--- config.mk ---
export PLATFORM = sky130hd
export DESIGN_NAME = pll_reset_seq_flat
export DESIGN_NICKNAME = d
export VERILOG_FILES = /design/src/rtl/pll_reset_seq_pkg.sv /design/src/rtl/pll_reset_seq_if.sv /design/src/rtl/sync_2ff.sv /design/src/rtl/pll_reset_seq.sv /design/src/flat_wrapper.sv
export SDC_FILE = /design/constraint.sdc
export NUM_CORES = 1
export LEC_CHECK = 0
export ABC_CLOCK_PERIOD_IN_PS = 6500
export CAP_MARGIN = 15
export CORE_ASPECT_RATIO = 1.25
export CORE_UTILIZATION = 57
export DETAILED_ROUTE_END_ITERATION = 8
export HOLD_SLACK_MARGIN = 0.03
export PLACE_DENSITY = 0.79
export SYNTH_ARGS = -nofsm -noshare
export SYNTH_HDL_FRONTEND = slang
export SYNTH_SLANG_ARGS = --single-unit
--- constraint.sdc ---
create_clock -name clock -period 6.5 [get_ports clock]
set_input_delay 1.95 -clock clock [delete_from_list [all_inputs] [get_ports clock]]
set_output_delay 1.95 -clock clock [all_outputs]
set_load 0.05 [all_outputs]
--- src/rtl/pll_reset_seq_pkg.sv ---
// pll_reset_seq_pkg: FSM state encoding and default parameters
// shared by the PLL reset sequencer and its bench.
package pll_reset_seq_pkg;

    typedef enum logic [1:0] {
        S_WAIT = 2'd0,
        S_HOLD = 2'd1,
        S_RUN  = 2'd2,
        S_DROP = 2'd3
    } state_t;

    localparam int HOLD_CYCLES_DEF = 1024;
    localparam int LOSS_FILTER_DEF = 4;
    localparam int CNT_W_DEF       = 8;
    localparam int HB_DIV_DEF      = 51000000;

endpackage

--- src/rtl/pll_reset_seq_if.sv ---
// pll_reset_seq_if: raw PLL lock in, reset/status out.
// master = PLL/board side, slave = sequencer.
interface pll_reset_seq_if #(
    parameter int CNT_W = 8
);
    logic             pll_lock;
    logic             rst_out;
    logic             ready;
    logic [CNT_W-1:0] loss_count;
    logic             heartbeat;

    modport master (
        output pll_lock,
        input  rst_out, ready, loss_count, heartbeat
    );

    modport slave (
        input  pll_lock,
        output rst_out, ready, loss_count, heartbeat
    );
endinterface

--- src/rtl/sync_2ff.sv ---
// sync_2ff: two-flop synchroniser, async active-low reset to 0.
// Ports: i_clk, i_rst_n, i_d (async in), o_q (synchronised out).
module sync_2ff #(
    parameter int W = 1
) (
    input  logic         i_clk,
    input  logic         i_rst_n,
    input  logic [W-1:0] i_d,
    output logic [W-1:0] o_q
);
    logic [W-1:0] r_s1;
    logic [W-1:0] r_s2;

    always_ff @(posedge i_clk or negedge i_rst_n) begin
        if (!i_rst_n) begin
            r_s1 <= '0;
            r_s2 <= '0;
        end else begin
            r_s1 <= i_d;
            r_s2 <= r_s1;
        end
    end

    assign o_q = r_s2;
endmodule

--- src/rtl/pll_reset_seq.sv ---
// pll_reset_seq: turns async PLL LOCK into a filtered active-high
// reset, ready flag and saturating lock-loss counter.
// Ports: clock, reset_n (async, active low), bus (slave modport:
// pll_lock in; rst_out, ready, loss_count, heartbeat out).
// Optional heartbeat blinker: define PLL_RESET_SEQ_HEARTBEAT_EN.
module pll_reset_seq
    import pll_reset_seq_pkg::*;
#(
    parameter int HOLD_CYCLES = HOLD_CYCLES_DEF,
    parameter int LOSS_FILTER = LOSS_FILTER_DEF,
    parameter int CNT_W       = CNT_W_DEF,
    parameter int HB_DIV      = HB_DIV_DEF
) (
    input  logic           clock,
    input  logic           reset_n,
    pll_reset_seq_if.slave bus
);
    localparam int MAXC = (HOLD_CYCLES > LOSS_FILTER) ?
                          HOLD_CYCLES : LOSS_FILTER;
    localparam int CW   = $clog2(MAXC + 1);
    localparam logic [CW-1:0] HOLD_END = CW'(HOLD_CYCLES);
    localparam logic [CW-1:0] LOSS_END = CW'(LOSS_FILTER);

    if (HOLD_CYCLES < 1 || LOSS_FILTER < 1 || HB_DIV < 1)
    begin : g_bad_param
        $error("pll_reset_seq: parameters must be >= 1");
    end

    logic             w_lock;
    logic [CW-1:0]    w_cnt_inc;
    logic [CNT_W-1:0] w_loss_inc;
    state_t           r_state;
    logic [CW-1:0]    r_cnt;
    logic             r_rst;
    logic             r_ready;
    logic [CNT_W-1:0] r_loss;

    sync_2ff #(.W(1)) u_sync (
        .i_clk   (clock),
        .i_rst_n (reset_n),
        .i_d     (bus.pll_lock),
        .o_q     (w_lock)
    );

    assign w_cnt_inc  = r_cnt + 1'b1;
    assign w_loss_inc = (r_loss == '1) ? r_loss : r_loss + 1'b1;

    // HOLD and DROP share one counter; outputs follow next state.
    always_ff @(posedge clock or negedge reset_n) begin
        if (!reset_n) begin
            r_state <= S_WAIT;
            r_cnt   <= '0;
            r_rst   <= 1'b1;
            r_ready <= 1'b0;
            r_loss  <= '0;
        end else begin
            unique case (r_state)
                S_WAIT: begin
                    if (w_lock) begin
                        if (HOLD_CYCLES == 1) begin
                            r_state <= S_RUN;
                            r_rst   <= 1'b0;
                            r_ready <= 1'b1;
                        end else begin
                            r_state <= S_HOLD;
                            r_cnt   <= CW'(1);
                        end
                    end
                end
                S_HOLD: begin
                    if (!w_lock) begin
                        r_state <= S_WAIT;
                        r_cnt   <= '0;
                    end else if (w_cnt_inc == HOLD_END) begin
                        r_state <= S_RUN;
                        r_cnt   <= '0;
                        r_rst   <= 1'b0;
                        r_ready <= 1'b1;
                    end else begin
                        r_cnt   <= w_cnt_inc;
                    end
                end
                S_RUN: begin
                    if (!w_lock) begin
                        if (LOSS_FILTER == 1) begin
                            r_state <= S_WAIT;
                            r_rst   <= 1'b1;
                            r_ready <= 1'b0;
                            r_loss  <= w_loss_inc;
                        end else begin
                            r_state <= S_DROP;
                            r_cnt   <= CW'(1);
                        end
                    end
                end
                S_DROP: begin
                    if (w_lock) begin
                        r_state <= S_RUN;
                        r_cnt   <= '0;
                    end else if (w_cnt_inc == LOSS_END) begin
                        r_state <= S_WAIT;
                        r_cnt   <= '0;
                        r_rst   <= 1'b1;
                        r_ready <= 1'b0;
                        r_loss  <= w_loss_inc;
                    end else begin
                        r_cnt   <= w_cnt_inc;
                    end
                end
                default: begin
                    r_state <= S_WAIT;
                    r_cnt   <= '0;
                end
            endcase
        end
    end

    assign bus.rst_out    = r_rst;
    assign bus.ready      = r_ready;
    assign bus.loss_count = r_loss;

`ifdef PLL_RESET_SEQ_HEARTBEAT_EN
    localparam int DW = (HB_DIV > 1) ? $clog2(HB_DIV) : 1;
    localparam logic [DW-1:0] DIV_END = DW'(HB_DIV - 1);

    logic          w_nready;
    logic [DW-1:0] r_div;
    logic          r_hb;

    // Next-state ready, so the blinker stops on the same edge.
    always_comb begin
        w_nready = 1'b0;
        unique case (r_state)
            S_WAIT: w_nready = w_lock && (HOLD_CYCLES == 1);
            S_HOLD: w_nready = w_lock && (w_cnt_inc == HOLD_END);
            S_RUN:  w_nready = w_lock || (LOSS_FILTER != 1);
            S_DROP: w_nready = w_lock || (w_cnt_inc != LOSS_END);
            default: w_nready = 1'b0;
        endcase
    end

    always_ff @(posedge clock or negedge reset_n) begin
        if (!reset_n) begin
            r_div <= '0;
            r_hb  <= 1'b0;
        end else if (!w_nready) begin
            r_div <= '0;
            r_hb  <= 1'b0;
        end else if (r_div == DIV_END) begin
            r_div <= '0;
            r_hb  <= ~r_hb;
        end else begin
            r_div <= r_div + 1'b1;
        end
    end

    assign bus.heartbeat = r_hb;
`else
    assign bus.heartbeat = 1'b0;
`endif
endmodule

--- src/flat_wrapper.sv ---
// flat-port wrapper written by rule: the top's interface ports become plain ports
module pll_reset_seq_flat import pll_reset_seq_pkg::*;
#(
    parameter int HOLD_CYCLES = HOLD_CYCLES_DEF,
    parameter int LOSS_FILTER = LOSS_FILTER_DEF,
    parameter int CNT_W       = CNT_W_DEF,
    parameter int HB_DIV      = HB_DIV_DEF
)
  (clock, reset_n, bus_pll_lock, bus_rst_out, bus_ready, bus_loss_count, bus_heartbeat);
  pll_reset_seq_if #(.CNT_W(CNT_W)) bus_i ();
  input  logic clock;
  input  logic reset_n;
  input wire logic [$bits(bus_i.pll_lock)-1:0] bus_pll_lock;
  output wire logic [$bits(bus_i.rst_out)-1:0] bus_rst_out;
  output wire logic [$bits(bus_i.ready)-1:0] bus_ready;
  output wire logic [$bits(bus_i.loss_count)-1:0] bus_loss_count;
  output wire logic [$bits(bus_i.heartbeat)-1:0] bus_heartbeat;
  assign bus_i.pll_lock = bus_pll_lock;
  assign bus_rst_out = bus_i.rst_out;
  assign bus_ready = bus_i.ready;
  assign bus_loss_count = bus_i.loss_count;
  assign bus_heartbeat = bus_i.heartbeat;
  pll_reset_seq #(.HOLD_CYCLES(HOLD_CYCLES), .LOSS_FILTER(LOSS_FILTER), .CNT_W(CNT_W), .HB_DIV(HB_DIV)) u_core (.clock(clock), .reset_n(reset_n), .bus(bus_i));
endmodule
# Word-level counts from Yosys, hierarchy flattened

Cells that the tools add are included.

Register bits: 25
Bits of input ports: 3
Logic and storage cells: 55
Output and inout bits: 11

Mux-type cells: 24
Reduce and logical (&&, ||, !) cells: 6
Equal/unequal tests: 14
$add $sub $neg: 2
Bitwise gates (word level): 2

Operators with widths:

| kind                                                   | count |
|---|---|
| two-way mux 11 bit                                     | 6 |
| case mux 11 bit (4 select lines)                       | 1 |
| two-way mux 2 bit                                      | 6 |
| adder 11 x 1 -> 11 bit (second input constant)         | 1 |
| equality test 11 bit (second input constant)           | 1 |
| equality test 11 x 3 -> 1 bit (second input constant)  | 1 |
| adder 8 x 1 -> 8 bit (second input constant)           | 1 |
| equality test 8 bit (second input constant)            | 1 |
| two-way mux 1 bit                                      | 8 |
| inequality test 2 bit (second input constant)          | 4 |
| case mux 2 bit (4 select lines)                        | 1 |
| AND reduction 4 bit                                    | 2 |
| inequality test 3 x 2 -> 1 bit (second input constant) | 2 |
| AND reduction 5 bit                                    | 1 |
| equality test 2 bit (second input constant)            | 2 |
| inequality test 2 x 1 -> 1 bit (second input constant) | 2 |
| case mux 1 bit (2 select lines)                        | 2 |
| equality test 2 x 1 -> 1 bit (second input constant)   | 1 |
| logical NOT 2 bit                                      | 1 |
| inverter 1 bit                                         | 2 |
| AND reduction 2 bit                                    | 1 |
| nonzero test 2 bit                                     | 1 |

# Longest topological paths before layout

Word-level depth: 5
Depth in mapped cells: 8
Mapped depth without buffers: 7

# By module

From an unflattened synthesis, not the netlist that was laid out.

Cells, all modules: 155
Area total of the unflattened synthesis: 1,475.2 um^2

Modules (own cells, without submodules):

| module        | instances | area each (um^2) | cells each |
|---|---|---|---|
| pll_reset_seq | 1         | 1,425.1          | 153 |
| sync_2ff      | 1         | 50.0             | 2 |

# Worst setup path before layout

Ideal clock, no wire load.

Path type: reg-to-output
Start: register u_core.r_rst, in the netlist u_core.bus.rst_out
End: output port bus_rst_out
Stages on the path, launching flop included: 1
Slack: 3.878 ns
Data arrival time: 0.672 ns
Path through: dfstp_2

RTL lines:

| what                     | RTL line            | text |
|---|---|---|
| start: declaration       | pll_reset_seq.sv:34 | `logic r_rst;` |
| start signal: assignment | pll_reset_seq.sv:53 | `r_rst <= 1'b1;` |
| start signal: assignment | pll_reset_seq.sv:62 | `r_rst <= 1'b0;` |
| start signal: assignment | pll_reset_seq.sv:77 | `r_rst <= 1'b0;` |
| end: declaration         | flat_wrapper.sv:14  | `output wire logic [$bits(bus_i.rst_out)-1:0] bus_rst_out;` |

No word-level cell between the ends.

# Worst setup path in the final report

Start: register u_core.r_rst, in the netlist u_core.bus.rst_out
End: output port bus_rst_out

No word-level cell between the ends.

==> impl_metrics.toml <==
[sta]
finalSetupViolations = 0
finClkSkew_ns = 0.00102
fmax_ghz = 0.276
slew_violations = 0
finalSetupTns_ns = 0
fin_crit_sh = 0.558
finalWorstSetupSlack_ns = 2.87
max_slew_margin = 0.350
whs_ns = 0.371
rsz0062_at_grt = "no"
tightestPinTransition_ns = 0.970
hold_viol = 0
finalCriticalPeriod_ns = 3.63

[layout]
syn2layout_area_growth_pct = 9.00
nNetsFinal = 193
fillers = 231
antenna_cells = 0
drive_above_1_share = 0.102

[synth]
synth-main-ff-cell = "dfrtp_1"
yosys_warnings = 0
synth_edf_count = 0
synth-seq-cells = 25
synth_largest_area_cell = "dfrtp_1"
avgSynthCellArea_um2 = 8.91
synth_cell_types = 48
synth_top_area_frac = 0.372
synth_common_cells = "dfrtp_1, nand2_1, nand3_1, o21ai_0"
yosys-top-cells-area = "dfrtp_1, nand2_1, xor2_1, nand3_1, o21ai_0"
syn_nets = 187
synthesis.area_um2 = 1610
async_flop_share = 1.00
yosysMostFrequentCell = "dfrtp_1"
synthCells = 181
seq_area_frac_synth = 0.389

[routing]
routed_wl_mm = 3.43
drtAntennaViolNets = 0
viasPerCell = 6.32
vias = 1390
firstDrtPassIters = 4
route.detailed.drc = 0
wl_per_cell_um = 15.6
drtIter0Drc = 32

[clock_tree]
cts_root_buffer = "clkbuf_4"
clk_pin_slew_worst_paths_ns = 0.14
cts.sinks = 25
cts_setup_buffers = 0
hold_buffers = 0
cts_tree = "done"
cts_made_buffers = 3
htree_num_levels = 1
cts_buffer_depth = 2
insertion_delay_ns = 0.31
cts_resized = 0

[place]
place.port_buffers = 12
dp_slack_ns = 3.20
place_congestion = 0.888
dp.final_hpwl_mm = 2.43

[worst_setup_path]
critical-path-top-delay-family = "buffers and inverters"
critPathMaxFanout = 3
cp_data_required_time_ns = 4.55
startpoint_type = "flop"
crit_buf_inv = 1
crit_path_end_kind = "output port"
cp_slowest_stage_delay_ns = 0.80
critPathKind = "flop to output port"
crit_arrival_ns = 1.68
cp_cell_sequence = "clkdlybuf4s50_1"
slowest_stage = "clkdlybuf4s50_1"

[global_routing]
antenna_found_initial = 0
grt_pass1_vias = 1271
grt_max_degree = 26
overflow = 0
grt.total_usage = 0.243
grt_pass1_wl_mm = 5.62

[floorplanning]
die_x_um = 49.6
core-area_um2 = 2680
ioPinCount = 14
die_area_um2 = 3050
start_util = 0.602
rows = 21
die_h_um = 61.5

[pwr]
p_int_uw = 199
netSwitchingFraction = 0.300
clock_power_share = 0.248
comb_power_share = 0.158
peakVddDrop_mv = 0.141
p_sw_uw = 85.2
p_leak_uw = 0.000686
pwr-share-seq = 0.594
p_per_area_nw_per_um2 = 161

[job]
maxCapViolCount = 0

[outcome]
status = "finished, final reports clean"

[hold_path]
hold_path.class = "flop to flop"
final cells by class:
| type | instances | area, um2 | area share |
|---|---|---|---|
| clock inverter | 1 | 7.51 | 0.00427 |
| multi-input combinational | 139 | 905 | 0.515 |
| sequential | 25 | 627 | 0.357 |
| timing repair buffer | 13 | 135 | 0.0769 |
| clock buffer | 3 | 22.5 | 0.0128 |
| inverter | 5 | 18.8 | 0.0107 |
| tap | 34 | 42.5 | 0.0242 |
registers in the layout, indices dropped and copies added, names as in the netlist, named ones only:
name	cells
u_core.u_sync.r_s1	1
u_core.bus.loss_count	8
u_core.r_cnt	11
u_core.r_state	1
u_core.u_sync.o_q	1
u_core.bus.ready	1
u_core.bus.rst_out	1
final timing paths:
path | start | to | slack [ns] | cells after the start
min in group asynchronous | reset_n | u_core.r_cnt[5] | 2.00 | 1
max in group asynchronous | reset_n | u_core.bus.rst_out | 3.92 | 2
worst max-delay path | u_core.bus.rst_out | bus_rst_out | 2.87 | 1
worst min-delay path | u_core.u_sync.r_s1 | u_core.u_sync.o_q | 0.37 | 0
worst min register to register | u_core.u_sync.r_s1 | u_core.u_sync.o_q | 0.37 | 0
worst max register to register | u_core.r_cnt[0] | u_core.bus.loss_count[1] | 3.64 | 7
power groups by stage:
| stage | clock, uW | sequential [uW] | combinational [uW] |
|---|---|---|---|
| floorplan | 0 | 168 | 33.3 |
| global placement | 0 | 171 | 40.9 |
| detailed placement | 0 | 171 | 42.2 |
| CTS | 73.7 | 169 | 43.5 |
| global route | 79.3 | 170 | 49.7 |
| finish | 70.4 | 169 | 44.8 |
stage by stage:
stage,area (um2),std cells,total power (uW),util
after global routing,1760,220,299,0.656
after floorplan,1610,181,202,-
after CTS,1740,219,286,0.650
final,1760,220,284,0.656
after detailed placement,1710,215,213,0.639
after global placement,1710,215,212,0.639
layer usage:
metal	track usage	vias up	part of all wire
met2	0.434	36	0.51
met1	0.296	670	0.43
li1	-	680	-
met3	0.0370	4	0.039
met5	0	-	0
met4	0.102	0	0.012
placed cells by master, fill, tap and decap left out, types with 3 or more instances in the layout:
master,netlist,layout
a21oi_1,4,4
a41oi_1,4,4
clkbuf_4,0,3
clkdlybuf4s50_1,0,12
dfrtp_1,24,24
ha_1,3,3
inv_1,5,5
nand2_1,20,20
nand3_1,12,12
nand4_1,6,6
nor2_1,9,9
nor2b_1,3,3
nor3_1,9,9
nor4_2,3,3
o211ai_1,4,4
o21a_1,4,4
o21ai_0,10,10
o311ai_0,3,3
or2_2,4,4
or3_1,4,4
xor2_1,8,8
logic make-up after synthesis:
kind of cell / after synthesis / share of synthesized area
xor+xnor: 9 / 0.0489
fa+ha+maj: 3 / 0.0233
other cells: 1 / 0.00233
buf+inv: 17 / 0.0504
flops: 25 / 0.389
mux: 1 / 0.00698
simple gates: 81 / 0.281
compound gates: 44 / 0.199
(Power assumes the default switching activity.)
